`config.mk`:
```
export PLATFORM = sky130hd
export DESIGN_NAME = err_window_sequencer_flat
export DESIGN_NICKNAME = d
export VERILOG_FILES = /design/src/rtl/err_window_sequencer_if.sv /design/src/rtl/err_window_sequencer.sv /design/src/flat_wrapper.sv
export SDC_FILE = /design/constraint.sdc
export NUM_CORES = 1
export LEC_CHECK = 0
export BUFFER_PORTS_ARGS = -buffer_cell sky130_fd_sc_hd__buf_2
export CORE_MARGIN = 10
export CORE_UTILIZATION = 49
export CTS_BUF_LIST = sky130_fd_sc_hd__clkbuf_2 sky130_fd_sc_hd__clkbuf_4 sky130_fd_sc_hd__clkbuf_8
export CTS_CLUSTER_SIZE = 25
export DETAILED_ROUTE_END_ITERATION = 10
export PLACE_DENSITY = 0.8
export REMOVE_ABC_BUFFERS = 1
export SETUP_SLACK_MARGIN = 0.05
export SLEW_MARGIN = 20
export SYNTH_ARGS = -nofsm -noshare
export SYNTH_HDL_FRONTEND = slang
export SYNTH_SLANG_ARGS = --single-unit
```
`constraint.sdc`:
```
create_clock -name clk -period 7.75 [get_ports clk]
set_input_delay 0.775 -clock clk [delete_from_list [all_inputs] [get_ports clk]]
set_output_delay 0.775 -clock clk [all_outputs]
set_load 0.03 [all_outputs]
```
`src/rtl/err_window_sequencer_if.sv`:
```
// rtl/err_window_sequencer_if.sv - report byte stream (data/valid/ready) between sequencer and TX path
interface err_window_sequencer_if;
  logic [7:0] tx_data;
  logic       tx_valid;
  logic       tx_ready;

  modport master (output tx_data, output tx_valid, input tx_ready);
  modport slave  (input tx_data, input tx_valid, output tx_ready);
endinterface

```
`src/rtl/err_window_sequencer.sv`:
```
// rtl/err_window_sequencer.sv - per-window clear/pass/drain/snapshot/report sequencer for the RX error detector
// ERR_REPORT_CHECKSUM_EN: append an XOR byte over the 16 counter bytes (18-byte report).
module err_window_sequencer #(
  parameter int unsigned WINDOW_PKTS  = 200,
  parameter int unsigned CLR_CYCLES   = 2,
  parameter int unsigned DRAIN_CYCLES = 16,
  parameter logic [7:0]  HDR_BYTE     = 8'hA5
) (
  input  logic                          clk,
  input  logic                          rst,
  input  logic                          start,
  input  logic                          stop,
  input  logic                          rx_en_in,
  input  logic [7:0]                    rx_data_in,
  output logic                          rx_en_out,
  output logic [7:0]                    rx_data_out,
  output logic                          det_clr,
  input  logic [31:0]                   det_count,
  input  logic [31:0]                   det_ok,
  input  logic [31:0]                   det_ng,
  input  logic [31:0]                   det_lost,
  err_window_sequencer_if.master        tx,
  output logic                          busy,
  output logic                          done,
  output logic [2:0]                    state
);

  typedef enum logic [2:0] {
    S_IDLE  = 3'd0,
    S_CLEAR = 3'd1,
    S_RUN   = 3'd2,
    S_DRAIN = 3'd3,
    S_SNAP  = 3'd4,
    S_SEND  = 3'd5
  } state_t;

`ifdef ERR_REPORT_CHECKSUM_EN
  localparam logic [4:0] LAST_IDX = 5'd17;
`else
  localparam logic [4:0] LAST_IDX = 5'd16;
`endif

  state_t         state_q, state_d;
  logic           gate_q, gate_d;
  logic           rx_en_q;
  logic [7:0]     rx_data_q;
  logic           clr_armed_q, clr_armed_d;
  logic [31:0]    clr_cnt_q, clr_cnt_d;
  logic [31:0]    drain_cnt_q, drain_cnt_d;
  logic [31:0]    pkt_cnt_q, pkt_cnt_inc;
  logic [127:0]   snap_q;
  logic [4:0]     byte_idx_q, byte_idx_d;
  logic           done_q, done_d;
  logic           snap_load, pkt_clear;
  logic           pkt_end, window_hit, tx_accept;
  logic [7:0]     sel_byte;

  // A passed packet ends when the forwarded enable is high and the source has gone idle.
  assign pkt_end     = rx_en_q & ~rx_en_in;
  assign pkt_cnt_inc = (pkt_cnt_q == 32'hFFFF_FFFF) ? pkt_cnt_q : pkt_cnt_q + 32'd1;
  assign window_hit  = (WINDOW_PKTS != 0) && pkt_end && (pkt_cnt_inc == 32'(WINDOW_PKTS));
  assign tx_accept   = tx.tx_valid & tx.tx_ready;

  always_comb begin
    state_d     = state_q;
    clr_armed_d = clr_armed_q;
    clr_cnt_d   = clr_cnt_q;
    drain_cnt_d = drain_cnt_q;
    byte_idx_d  = byte_idx_q;
    done_d      = 1'b0;
    snap_load   = 1'b0;
    pkt_clear   = 1'b0;
    case (state_q)
      S_IDLE: begin
        if (start) begin
          state_d     = S_CLEAR;
          clr_armed_d = 1'b0;
          clr_cnt_d   = 32'd0;
        end
      end
      S_CLEAR: begin
        if (!clr_armed_q) begin
          if (!rx_en_in) clr_armed_d = 1'b1;
        end else if (clr_cnt_q == 32'(CLR_CYCLES - 1)) begin
          clr_armed_d = 1'b0;
          state_d     = S_RUN;
        end else begin
          clr_cnt_d = clr_cnt_q + 32'd1;
        end
      end
      S_RUN: begin
        if (stop || window_hit) begin
          state_d     = S_DRAIN;
          drain_cnt_d = 32'd0;
        end
      end
      S_DRAIN: begin
        // The settle period only starts once the in-flight packet has finished and the gate shut.
        if (!gate_q) begin
          if (drain_cnt_q == 32'(DRAIN_CYCLES - 1)) state_d = S_SNAP;
          else drain_cnt_d = drain_cnt_q + 32'd1;
        end
      end
      S_SNAP: begin
        snap_load  = 1'b1;
        byte_idx_d = 5'd0;
        state_d    = S_SEND;
      end
      S_SEND: begin
        if (tx_accept) begin
          if (byte_idx_q == LAST_IDX) begin
            state_d   = S_IDLE;
            done_d    = 1'b1;
            pkt_clear = 1'b1;
          end else begin
            byte_idx_d = byte_idx_q + 5'd1;
          end
        end
      end
      default: state_d = S_IDLE;
    endcase
    // Gate follows the window but only moves in an idle gap, so packets are never cut.
    gate_d = rx_en_in ? gate_q : (state_d == S_RUN);
  end

  always_ff @(posedge clk or negedge rst) begin
    if (!rst) begin
      state_q     <= S_IDLE;
      gate_q      <= 1'b0;
      rx_en_q     <= 1'b0;
      rx_data_q   <= 8'd0;
      clr_armed_q <= 1'b0;
      clr_cnt_q   <= 32'd0;
      drain_cnt_q <= 32'd0;
      pkt_cnt_q   <= 32'd0;
      snap_q      <= 128'd0;
      byte_idx_q  <= 5'd0;
      done_q      <= 1'b0;
    end else begin
      state_q     <= state_d;
      gate_q      <= gate_d;
      rx_en_q     <= rx_en_in & gate_q;
      rx_data_q   <= rx_data_in;
      clr_armed_q <= clr_armed_d;
      clr_cnt_q   <= clr_cnt_d;
      drain_cnt_q <= drain_cnt_d;
      byte_idx_q  <= byte_idx_d;
      done_q      <= done_d;
      if (pkt_clear) pkt_cnt_q <= 32'd0;
      else if (pkt_end && (state_q == S_RUN || state_q == S_DRAIN)) pkt_cnt_q <= pkt_cnt_inc;
      if (snap_load) snap_q <= {det_count, det_ok, det_ng, det_lost};
    end
  end

`ifdef ERR_REPORT_CHECKSUM_EN
  logic [7:0] csum;
  always_comb begin
    csum = 8'd0;
    for (int k = 0; k < 16; k++) csum = csum ^ snap_q[k*8 +: 8];
  end
`endif

  // Byte 0 is the header, bytes 1..16 walk the snapshot MSB-first.
  always_comb begin
    sel_byte = HDR_BYTE;
    for (int k = 0; k < 16; k++) begin
      if (byte_idx_q == 5'(k + 1)) sel_byte = snap_q[(15 - k)*8 +: 8];
    end
`ifdef ERR_REPORT_CHECKSUM_EN
    if (byte_idx_q == 5'd17) sel_byte = csum;
`endif
  end

  assign tx.tx_valid = (state_q == S_SEND);
  assign tx.tx_data  = (state_q == S_SEND) ? sel_byte : 8'd0;
  assign rx_en_out   = rx_en_q;
  assign rx_data_out = rx_data_q;
  assign det_clr     = (state_q == S_CLEAR) && clr_armed_q;
  assign busy        = (state_q != S_IDLE);
  assign done        = done_q;
  assign state       = state_q;

endmodule

```
`src/flat_wrapper.sv`:
```
// flat-port wrapper written by rule: the top's interface ports become plain ports
module err_window_sequencer_flat 
#(
  parameter int unsigned WINDOW_PKTS  = 200,
  parameter int unsigned CLR_CYCLES   = 2,
  parameter int unsigned DRAIN_CYCLES = 16,
  parameter logic [7:0]  HDR_BYTE     = 8'hA5
)
  (clk, rst, start, stop, rx_en_in, rx_data_in, rx_en_out, rx_data_out, det_clr, det_count, det_ok, det_ng, det_lost, busy, done, state, tx_tx_data, tx_tx_valid, tx_tx_ready);
  err_window_sequencer_if tx_i ();
  input  logic clk;
  input  logic rst;
  input  logic start;
  input  logic stop;
  input  logic rx_en_in;
  input  logic [7:0] rx_data_in;
  output logic rx_en_out;
  output logic [7:0] rx_data_out;
  output logic det_clr;
  input  logic [31:0] det_count;
  input  logic [31:0] det_ok;
  input  logic [31:0] det_ng;
  input  logic [31:0] det_lost;
  output logic busy;
  output logic done;
  output logic [2:0] state;
  output wire logic [$bits(tx_i.tx_data)-1:0] tx_tx_data;
  output wire logic [$bits(tx_i.tx_valid)-1:0] tx_tx_valid;
  input wire logic [$bits(tx_i.tx_ready)-1:0] tx_tx_ready;
  assign tx_tx_data = tx_i.tx_data;
  assign tx_tx_valid = tx_i.tx_valid;
  assign tx_i.tx_ready = tx_tx_ready;
  err_window_sequencer #(.WINDOW_PKTS(WINDOW_PKTS), .CLR_CYCLES(CLR_CYCLES), .DRAIN_CYCLES(DRAIN_CYCLES), .HDR_BYTE(HDR_BYTE)) u_core (.clk(clk), .rst(rst), .start(start), .stop(stop), .rx_en_in(rx_en_in), .rx_data_in(rx_data_in), .rx_en_out(rx_en_out), .rx_data_out(rx_data_out), .det_clr(det_clr), .det_count(det_count), .det_ok(det_ok), .det_ng(det_ng), .det_lost(det_lost), .tx(tx_i), .busy(busy), .done(done), .state(state));
endmodule
```
## Yosys cells after proc, flatten, opt, wreduce, memory -nomap -nowiden

Cells that the tools add are included.

- Bitwise logic cells: 4
- Multiplexer cells: 49
- Equal/unequal tests: 34
- Order comparisons: 0
- Reduce and logical (&&, ||, !) cells: 15
- Multiply operators: 0
- Add/subtract/negate cells: 4
- Divide/modulo/power cells: 0
- Shift-type cells: 0

Operators by type and width:

| operator | number |
|---|---|
| two-way mux 32 bit | 9 |
| two-way mux 8 bit | 17 |
| case mux 32 bit (2 select lines) | 2 |
| adder 32 x 1 -> 32 bit, second input constant | 3 |
| equality test 5 x 4 -> 1 bit, second input constant | 8 |
| equality test 32 x 1 -> 1 bit, second input constant | 1 |
| equality test 32 bit, second input constant | 1 |
| equality test 32 x 4 -> 1 bit, second input constant | 1 |
| equality test 32 x 8 -> 1 bit, second input constant | 1 |
| two-way mux 3 bit | 8 |
| equality test 5 x 3 -> 1 bit, second input constant | 4 |
| case mux 3 bit (6 select lines) | 1 |
| inequality test 2 bit, second input constant | 6 |
| equality test 5 x 2 -> 1 bit, second input constant | 2 |
| two-way mux 5 bit | 2 |
| case mux 5 bit (2 select lines) | 1 |
| equality test 3 x 2 -> 1 bit, second input constant | 3 |
| two-way mux 1 bit | 8 |
| AND reduction 4 bit | 2 |
| nonzero test 2 bit | 4 |
| equality test 3 bit, second input constant | 2 |
| adder 5 x 1 -> 5 bit, second input constant | 1 |
| equality test 5 x 1 -> 1 bit, second input constant | 1 |
| equality test 5 bit, second input constant | 1 |
| 11 further kinds | 17 |

- RAM bits: 0
- ROM bits: 0
- Output and inout bits: 24
- Input bits: 142
- Word-level logic and storage cells: 117
- Memories: 0
- Latch bits: 0
- Register bits: 244

## Logic depth before layout (Yosys ltp)

Gate-level depths: netlist of the first run.

- Depth after elaboration: 18
- Depth in mapped cells: 13
- Depth with buffers taken out: 11

## Least setup slack after synthesis of the first run

Ideal clock, no wire load.

- Path kind: flip-flop to output port
- Start point: register u_core.byte_idx_q[0]
- End point: output tx_tx_data[6]
- Arrival: 2.798 ns
- Buffers on the path: 0
- Data required time: 6.975 ns
- Stages on the path, launching flop included: 11
- Slack: 4.177 ns
- Path through: dfrtp_1 ha_1 nor4b_1 a32o_1 a211oi_1 o21ai_0 o21ai_0 a21oi_1 a2111oi_0 o21a_1 o21ai_0

- Longest elaborated chain between the ends: 18
- Elaborated cells between the ends (all ways): 33
- Those cells by class: eq/ne (16); mux (17)

Ends and longest elaborated chain:

| item | RTL line | source |
|---|---|---|
| start: declaration | err_window_sequencer.sv:52 | `logic [4:0] byte_idx_q, byte_idx_d;` |
| start signal: assignment | err_window_sequencer.sv:147 | `byte_idx_q <= byte_idx_d;` |
| equality test 5 x 1 -> 1 bit | err_window_sequencer.sv:167 | `if (byte_idx_q == 5'(k + 1)) sel_byte = snap_q[(15 - k)*8 +: 8];` |
| two-way mux 8 bit (15 in a row) | err_window_sequencer.sv:167 |  |
| two-way mux 8 bit * | err_window_sequencer.sv:167 |  |
| two-way mux 8 bit * | err_window_sequencer.sv:175 | `assign tx.tx_data = (state_q == S_SEND) ? sel_byte : 8'd0;` |
| end: declaration | flat_wrapper.sv:27 | `output wire logic [$bits(tx_i.tx_data)-1:0] tx_tx_data;` |

Every way passes the cells marked *; elsewhere a longest branch is shown, timed or not.

## Worst setup path after layout of the first run

Same ends and word-level chain as after synthesis.

==> impl_metrics.ini, run 1 <==
[synth]
synth-xor-area-share_pct = 4.11
syn_area_um2 = 12400
synth-main-ff-cell = dfrtp_1
synth_edf_count = 0
synth_top_family_by_area = simple AND/OR/NAND/NOR gates
synth.avg_cell_area_um2 = 8.51
seq_area_frac_synth_pct = 49.4
synth-adder-area-share_pct = 0.910
ys_warn_count = 0
synthCells = 1454
muxShareOfSynthArea_pct = 0.657
synth-seq-cells = 244
synth_cell_types = 67
yosys.area_share.simple_pct = 29.2
synth-async-reset-ratio_pct = 100
synth_compound_area_share_pct = 12.4

[power_and_ir_drop]
ir_drop_v = 0.000170
p_leak_uw = 0.00694
power_density_nw_per_um2 = 301

[global_routing]
grt_overflow_total = 0
antenna_found_initial = 1
grt_usage_pct = 21.3
grt_pass1_vias = 11100
grt_pass1_wl_mm = 56.0
grt_max_degree = 90

[worst_setup_path]
cp.required_ps = 6970
critical_path_class = flop to output port
startpoint_type = flop
crit_top_cell = o21ai_0
end_kind = output port
path_buf_inv = 1
max_stage_delay_ps = 830
slowest_stage = nor4b_1
path_max_fanout = 9
r2r_slack_ps = 3680
worst_path_dominant_cell_family = compound AO/OA/AOI/OAI gates
path_cells = ha_1 -> nor4b_1 -> a32o_1 -> a211oi_1 -> o21ai_0 -> o21ai_0 -> a21oi_1 -> a2111oi_0 -> o21a_1 -> o21ai_0 -> buf_2
worstPathArrival_ps = 3820

[worst_hold_path]
hold_class = input port to asynchronous set/reset pin

[timing]
setup_viol = 0
min_period_ps = 4590
fin_tns_setup_ps = 0
fin_crit_sh_pct = 59.3
tightest_slew_ps = 1000
fin_skew_ps = 30.2
slew_violations = 0
slew_headroom_pct = 32.8
fmax_mhz = 218
finalHoldViolations = 0
rsz0062_at_grt = false

[job]
maxCapViolations = 0

[detailed_routing]
remaining_drc_errors = 0
wire_per_inst_um = 17.4
drtPass1Iterations = 5
ant_nets = 0
wirelength_mm = 33.9
via_per_inst = 5.73
first_iter_violations = 1069
route.vias.total = 11200

[clock_network]
cts_sinks = 244
path_clk_slew_ps = 60
cts-hold-fix-buffers = 0
cts_setup_buffers = 0
clock_latency_ps = 550
cts_resized = 0
htreeDepth = 2
cts.path.max_buffers = 3
cts_buffers = 43
cts_tree = yes
root_buffer = clkbuf_8

[cells_and_area]
layout.nets = 1742
layout_common_cells = nand2_1 (459), dfrtp_1 (244), buf_2 (164)
diodes = 0
area_growth_pct = 15.6
fin_area_um2 = 14300
drive_above_1_share_pct = 16.5
final_common_cell = nand2_1

[die]
die_height_um = 179
die_w_um = 179
dieArea_um2 = 32000
io_pins = 166
core_um2 = 25000
rows = 58
start_util_pct = 49.4

[placed_design]
gp_congestion = 0.927
post-dp-hpwl_mm = 24.2
io_buffers = 165
dpl-instance-area_um2 = 13400

[status]
status = complete, no violations
-- routing by layer --
| metal | track usage, % | wire, um | up-vias |
|---|---|---|---|
| li1 | - | - | 5284 |
| met1 | 28.8 | 15000 | 5392 |
| met2 | 33.1 | 15500 | 430 |
| met3 | 4.65 | 2300 | 70 |
| met4 | 8.13 | 1070 | 0 |
| met5 | 0 | 0 | - |
-- final timing paths --
kind | cells after the start | start | end
worst max-delay path | 11 | u_core.byte_idx_q[0] | tx_tx_data[6]
worst max register to register | 10 | u_core.pkt_cnt_q[0] | u_core.drain_cnt_q[25]
worst min-delay path | 1 | rst | u_core.snap_q[117]
min in group clk | 1 | rx_data_in[6] | u_core.rx_data_out[6]
worst min register to register | 2 | u_core.snap_q[84] | u_core.snap_q[84]
max in group asynchronous | 2 | rst | u_core.snap_q[32]
-- state kept, by name (all words and copies together), names as in the netlist --
name                count
u_core.snap_q         128
u_core.done             1
u_core.clr_armed_q      1
u_core.drain_cnt_q     32
u_core.rx_en_out        1
u_core.pkt_cnt_q       32
u_core.gate_q           1
u_core.state            3
u_core.byte_idx_q       5
u_core.clr_cnt_q       32
u_core.rx_data_out      8
-- logic make-up (layout without fill, tap and decap cells) --
| family | Yosys count | after routing |
|---|---|---|
| AND/OR/NAND/NOR | 795 | 795 |
| XOR/XNOR | 58 | 58 |
| multiplexers | 8 | 8 |
| flip-flops | 244 | 244 |
| AO/OA/AOI/OAI | 237 | 237 |
| adder cells (fa/ha/maj) | 9 | 9 |
| buffers and inverters | 103 | 269 |
-- cell usage after synthesis (all sizes together) (8+ instances only) --
cell	number	area (um^2)
xnor2	19	166
and2	14	87.6
nor4	20	146
inv	24	90.1
nand2	460	1730
ha	9	113
a21oi	68	340
o21ai	55	279
a311oi	10	87.6
clkbuf	62	235
and3	25	156
o22ai	13	81.3
dfrtp	244	6110
a31oi	10	62.6
a211oi	13	97.6
nand4	27	184
and4	12	105
nor3	22	121
xor2	39	342
buf	17	83.8
or3	16	100
nor2	104	390
or4	8	67.6
nand3	48	240
o211ai	10	75.1
nor2b	10	62.6
-- report_power, final --
part	internal (uW)	total, uW	switching (uW)
registers	1690	2010	326
logic	417	1010	597
clock network	753	1280	529
-- stage by stage --
stage	hold WS, ps	worst slack (ps)	cells	total power [uW]	utilization [%]
2_1_floorplan	437	3880	1375	2650	-
3_3_place_gp	456	3830	1876	2970	53.3
3_5_place_dp	460	3720	1876	3020	53.3
4_1_cts	255	3140	1950	4330	57.1
5_1_grt	286	2920	1950	4590	57.1
6_report	245	3160	1950	4310	57.1
-- cell type report --
type | count | area [um^2]
fillers | 2239 | 10700
multi-input cells | 1107 | 5870
clock buffers | 66 | 833
flip-flops and latches | 244 | 6110
well taps | 330 | 413
inverters | 24 | 90.1
repair buffers | 171 | 885
clock inverters | 8 | 108
No activity file was read; power rests on OpenSTA's default activity.
==> inputs of run 2 (changes only) <==
Settings changed: ABC_AREA set to 1, PLACE_DENSITY 0.8 to 0.82.
Clock period 7.75 ns to 4.1 ns, I/O delays scaled along.
==> run 2 against run 1 <==
Combinational power grew to 3.7 times the previous value. Count of clock-buffer cells in the layout is the same. Global-route usage grew 0.18 points.
==> impl_metrics.ini, run 2 <==
[worst_hold_path]
hold_class = input port to flop
hold_start = rx_data_in[4]

[synth]
yosys.area.top_type = dfrtp_1
ys_warn_count = 0
synth-seq-cells = 244
synth_compound_area_share_pct = 5.87
syn_area_um2 = 13600
yosys.area_share.simple_pct = 38.1
yosys-top-cells-count = nand2_1 (782), dfrtp_1 (244), inv_1 (181), nor2_1 (149), nand3_1 (126)
synth.avg_cell_area_um2 = 7.08
seq_area_frac_synth_pct = 44.8
synth_top_area_share_pct = 44.8
netlist_top_cells_area = dfrtp_1 (45%), nand2_1 (22%), inv_1 (5.0%), nand3_1 (4.6%), nor2_1 (4.1%)
synth-adder-area-share_pct = 0.826
synth-async-reset-ratio_pct = 100
synth_cell_types = 42
synth-main-ff-cell = dfrtp_1
muxShareOfSynthArea_pct = 0
synth_edf_count = 0
synthCells = 1926
synth-xor-area-share_pct = 3.47
synth_top_family_by_area = simple AND/OR/NAND/NOR gates
yosysMostFrequentCell = nand2_1

[worst_setup_path]
cp-startpoint = u_core.byte_idx_q[1]
timing.rr.start = u_core.pkt_cnt_q[0]
critical_path_class = flop to output port
startpoint_type = flop
end_kind = output port
worstPathArrival_ps = 3370
cp.required_ps = 3690
path_max_fanout = 5

[cells_and_area]
multi_input_area_um2 = 6590
largest_register = u_core.snap_q
fin_area_um2 = 15800
fill_cells = 2587
stdcell_count = 2507
final_core_util_pct = 57.3
seq_area_um2 = 6110
final_common_cell = nand2_1
area_growth_pct = 16.1
drive_above_1_share_pct = 14.7
layout_common_cells = nand2_1 (780), dfrtp_1 (244), inv_1 (180)
layout.nets = 2250
largest_reg_flops = 128
diodes = 0

[detailed_routing]
remaining_drc_errors = 0
first_iter_violations = 1072
via_per_inst = 5.23
wire_per_inst_um = 15.3
wirelength_mm = 38.3
drtPass1Iterations = 5
ant_nets = 0
route.vias.total = 13100

[timing]
fin_crit_sh_pct = 92.2
min_period_ps = 3780
fmax_mhz = 265
rsz0062_at_grt = true
slew_violations = 0
fin_tns_setup_ps = 0
tightest_slew_ps = 964
slew_headroom_pct = 35.7
finalHoldViolations = 0
fin_skew_ps = 11.1
setup_viol = 0

[die]
die_w_um = 187
die_height_um = 187
core_um2 = 27600
rows = 61
io_pins = 166
start_util_pct = 49.4
dieArea_um2 = 34900

[power_and_ir_drop]
ir_drop_v = 0.000260
total_power_uw = 10000
power_density_nw_per_um2 = 631
p_leak_uw = 0.00796

[global_routing]
grt_pass1_wl_mm = 64.0
grt_pass1_vias = 13000
grt_max_degree = 117
grt_overflow_total = 0
antenna_found_initial = 2
grt_usage_pct = 21.5

[clock_network]
path_clk_slew_ps = 60
htreeDepth = 2
root_buffer = clkbuf_8
cts_buffers = 44
clock_latency_ps = 550
cts.path.max_buffers = 3
cts_sinks = 244
cts_setup_buffers = 0
cts_tree = yes

[job]
maxCapViolations = 0

[placed_design]
place_inst = 2424
io_buffers = 165
dpl-instance-area_um2 = 14800
gp_congestion = 0.963
post-dp-hpwl_mm = 28.0

[status]
status = complete, no violations
run 2: cell count changes in the layout (fill, tap and decap cells not counted), sizes merged, moves of 13 or more:
cell	delta
nand2	+327
inv	+158
nand3	+78
nor2	+52
nor3	+40
a21oi	-36
o21ai	+30
or2	+25
and3	-23
or3	-16
a211oi	-13
run 2: repair_timing:
item                       CTS  global route
gates resized for setup      0             3
hold endpoints to repair   119             0
hold buffers                 7             0
setup endpoints to repair    0             2
run 2: critical path, stage by stage (launching register included):
cell,delay (ps)
dfrtp_1,420
inv_1,120
ha_1,200
inv_1,50
nor2_1,250
nand2_1,80
nor2_1,240
nand2_1,80
nand2_1,70
nand2_1,50
nand3_1,80
nand2_1,60
nand3_1,90
nand3_1,100
nand3b_1,130
nand2_1,70
nand2_1,60
nand2_1,70
nand2_1,80
nand2_1,50
nand2_1,60
nand2_1,50
a21oi_1,120
buf_2,220
run 2: logic make-up after synthesis:
logic type / count (synthesis)
AO/OA/AOI/OAI: 145
buffers and inverters: 244
flip-flops: 244
AND/OR/NAND/NOR: 1230
XOR/XNOR: 54
adder cells (fa/ha/maj): 9
run 2: layer usage:
layer | wire (um) | vias to the layer above | GRT usage [%]
li1 | - | 6469 | -
met1 | 17100 | 6109 | 28.5
met2 | 18100 | 444 | 35.6
met3 | 2340 | 76 | 3.82
met4 | 765 | 4 | 5.74
met5 | 30 | - | 0
run 2: per-stage QoR:
stage,worst slack (ps),hold WS (ps)
after floorplan,-2090,114
after global placement,902,454
after detailed placement,787,458
after CTS,279,14.5
after global routing,46.9,3.09
final,321,25.4
run 2: where the power goes:
part           leakage [uW]  switching, uW  total (uW)  internal [uW]
Clock              0.000496           1020        2450           1420
Sequential          0.00305            602        3860           3260
Combinational       0.00442           2490        3690           1200
run 2: worst paths after layout:
path / endpoint / slack, ps / cells after the start
max reg2reg: u_core.drain_cnt_q[28] / 730 / 18
max: tx_tx_data[4] / 320 / 23
min in group asynchronous: u_core.snap_q[73] / 540 / 2
min: u_core.rx_data_out[4] / 30 / 1
min reg2reg: u_core.snap_q[119] / 470 / 2
max in group asynchronous: u_core.clr_cnt_q[18] / 2530 / 3
run 2: cell type report:
class	count	area share, %
Multi-Input combinational cell	1438	41.6
Clock inverter	10	0.687
Sequential cell	244	38.5
Timing Repair Buffer	188	6.56
Inverter	183	4.34
Clock buffer	66	5.26
Tap cell	378	2.99
==> inputs of run 3 (changes only) <==
Settings changed: SETUP_SLACK_MARGIN 0.05 to 0.4.
==> run 3 against run 2 <==
Clock skew up 3.2 ps. Sequential power about the same. Sequential cell count unchanged. Hold slack about the same. First-iteration DRC count up 5.5%. Highest routed layer unchanged. Non-clock buffer count up 14. Setup slack better by 180 ps. Count of clock-buffer cells in the layout unchanged. Sequential share of layout area down 0.76 points.
==> impl_metrics.ini, run 3 (synthesis gave the netlist of run 2 again) <==
[worst_setup_path]
end_kind = output port
startpoint_type = flop
critical_path_class = flop to output port
crit_top_cell = nand2_1
timing.rr.start = u_core.pkt_cnt_q[0]
r2r_end = u_core.drain_cnt_q[3]
path_max_fanout = 4
worstRegToRegCells = 18
r2r_slack_ps = 730
path_cells = inv_2 -> ha_1 -> inv_1 -> nor2_2 -> buf_6 -> buf_4 -> nor2_4 -> inv_2 -> nor2_1 -> o21ai_1 -> nand3_1 -> nand3_2 -> nand2_1 -> nand2_1 -> nand3_2 -> nand2_2 -> nand2_1 -> nand2_1 -> nand3_1 -> nand2_1 -> nand2_2 -> a21oi_2 -> buf_6
critPathCapture = tx_tx_data[7]
max_stage_delay_ps = 400
cp.required_ps = 3690
worstPathArrival_ps = 3190
slowest_stage = dfrtp_1
cp-startpoint = u_core.byte_idx_q[0]

[die]
io_pins = 166
rows = 61
die_w_um = 187
dieArea_um2 = 34900
die_height_um = 187
core_um2 = 27600
start_util_pct = 49.4

[timing]
tightest_slew_ps = 972
finalHoldViolations = 0
fin_skew_ps = 14.2
fin_crit_sh_pct = 87.8
rsz0062_at_grt = true
min_period_ps = 3600
worst_slack_ps = 502
slew_violations = 0
slew_headroom_pct = 35.2
fmax_mhz = 278
setup_viol = 0

[cells_and_area]
final_common_cell = nand2_1
final_core_util_pct = 58.5
diodes = 0
largest_reg_flops = 128
layout_common_cells = nand2_1 (766), dfrtp_1 (244), inv_1 (174)
largest_register = u_core.snap_q
stdcell_count = 2521
area_growth_pct = 18.5
fill_cells = 2537
seq_area_um2 = 6110
layout.nets = 2264
drive_above_1_share_pct = 17.3
multi_input_area_um2 = 6760

[global_routing]
grt_usage_pct = 21.6
grt_overflow_total = 0
antenna_found_initial = 2
grt_pass1_vias = 13000
grt_pass1_wl_mm = 64.1
grt_max_degree = 117

[placed_design]
post-dp-hpwl_mm = 28.0
dp_slack_ps = 787
gp_congestion = 0.963
io_buffers = 165
place_inst = 2424

[detailed_routing]
wirelength_mm = 39.0
via_per_inst = 5.25
first_iter_violations = 1131
wire_per_inst_um = 15.5
route.vias.total = 13200
remaining_drc_errors = 0
ant_nets = 0
drtPass1Iterations = 6

[power_and_ir_drop]
total_power_uw = 10400
p_leak_uw = 0.00808
power_density_nw_per_um2 = 642
ir_drop_v = 0.000266

[worst_hold_path]
hold_class = input port to flop

[clock_network]
clock_latency_ps = 550
cts_tree = yes
cts_buffers = 44
cts_sinks = 244
htreeDepth = 2
path_clk_slew_ps = 60
cts.path.max_buffers = 3
root_buffer = clkbuf_8

[job]
maxCapViolations = 0

[status]
status = complete, no violations
## run 3: changes by cell type in the layout (fill, tap and decap cells not counted), sizes merged
| cell | previous run | this run |
|---|---|---|
| dlymetal6s2s | 0 | 1 |
| clkbuf | 66 | 67 |
| clkinvlp | 2 | 3 |
| inv | 183 | 182 |
| buf | 181 | 193 |
## run 3: area by class of cell
class                   count  share of cell area, %
multi-input cells        1438                   41.8
clock buffers              66                   5.16
clock inverters            10                  0.674
inverters                 183                   4.28
well taps                 378                   2.93
repair buffers            202                   7.33
flip-flops and latches    244                   37.8
## run 3: critical path, delay by kind of cell, from the launching register on
kind / cells / cell delay, ps
AOI/OAI and AO/OA: 2 / 350
adders and majority gates: 1 / 150
buffers and inverters: 6 / 600
DFF: 1 / 400
and+or+nand+nor: 14 / 1120
## run 3: repair_timing
item | in CTS | in global routing
setup endpoints to repair | 8 | 13
hold buffers | 7 | 0
resized for setup | 6 | 72
gates cloned | 0 | 0
pin swaps | 0 | 22
setup buffers | 1 | 13
hold endpoints to repair | 119 | 0
## run 3: per-layer routing
| metal | up-vias | routed length [um] | GRT usage [%] |
|---|---|---|---|
| met1 | 6199 | 17400 | 28.5 |
| met3 | 91 | 2350 | 3.86 |
| met5 | - | 30 | 0 |
| met4 | 4 | 960 | 6.17 |
| li1 | 6492 | - | - |
| met2 | 452 | 18300 | 35.6 |
## run 3: per-stage QoR
| stage | hold slack, ps | setup TNS [ps] | area (um^2) |
|---|---|---|---|
| final | 25.7 | 0 | 16200 |
| after global routing | 3.09 | 0 | 16200 |
| after CTS | 14.5 | 0 | 15900 |
| after detailed placement | 458 | 0 | 14800 |
| after global placement | 454 | 0 | 14800 |
| after floorplan | 114 | -242940 | 13400 |
## run 3: report_power, final
group          switching, uW  leakage, uW  internal [uW]
logic                   2650      0.00454           1400
registers                609      0.00305           3260
clock network           1030     0.000496           1420
total                   4290      0.00808           6090
## run 3: how the worst min path moves through the flow
stage | slack, ps | end | from | cells past startpoint
floorplan | 110 | u_core.byte_idx_q[0] | rst | 0
global placement | 450 | u_core.snap_q[84] | u_core.snap_q[84] | 2
detailed placement | 460 | u_core.snap_q[43] | u_core.snap_q[43] | 2
CTS | 10 | u_core.rx_data_out[4] | rx_data_in[4] | 1
global route | 3 | u_core.rx_data_out[4] | rx_data_in[4] | 1
finish | 30 | u_core.rx_data_out[4] | rx_data_in[4] | 1
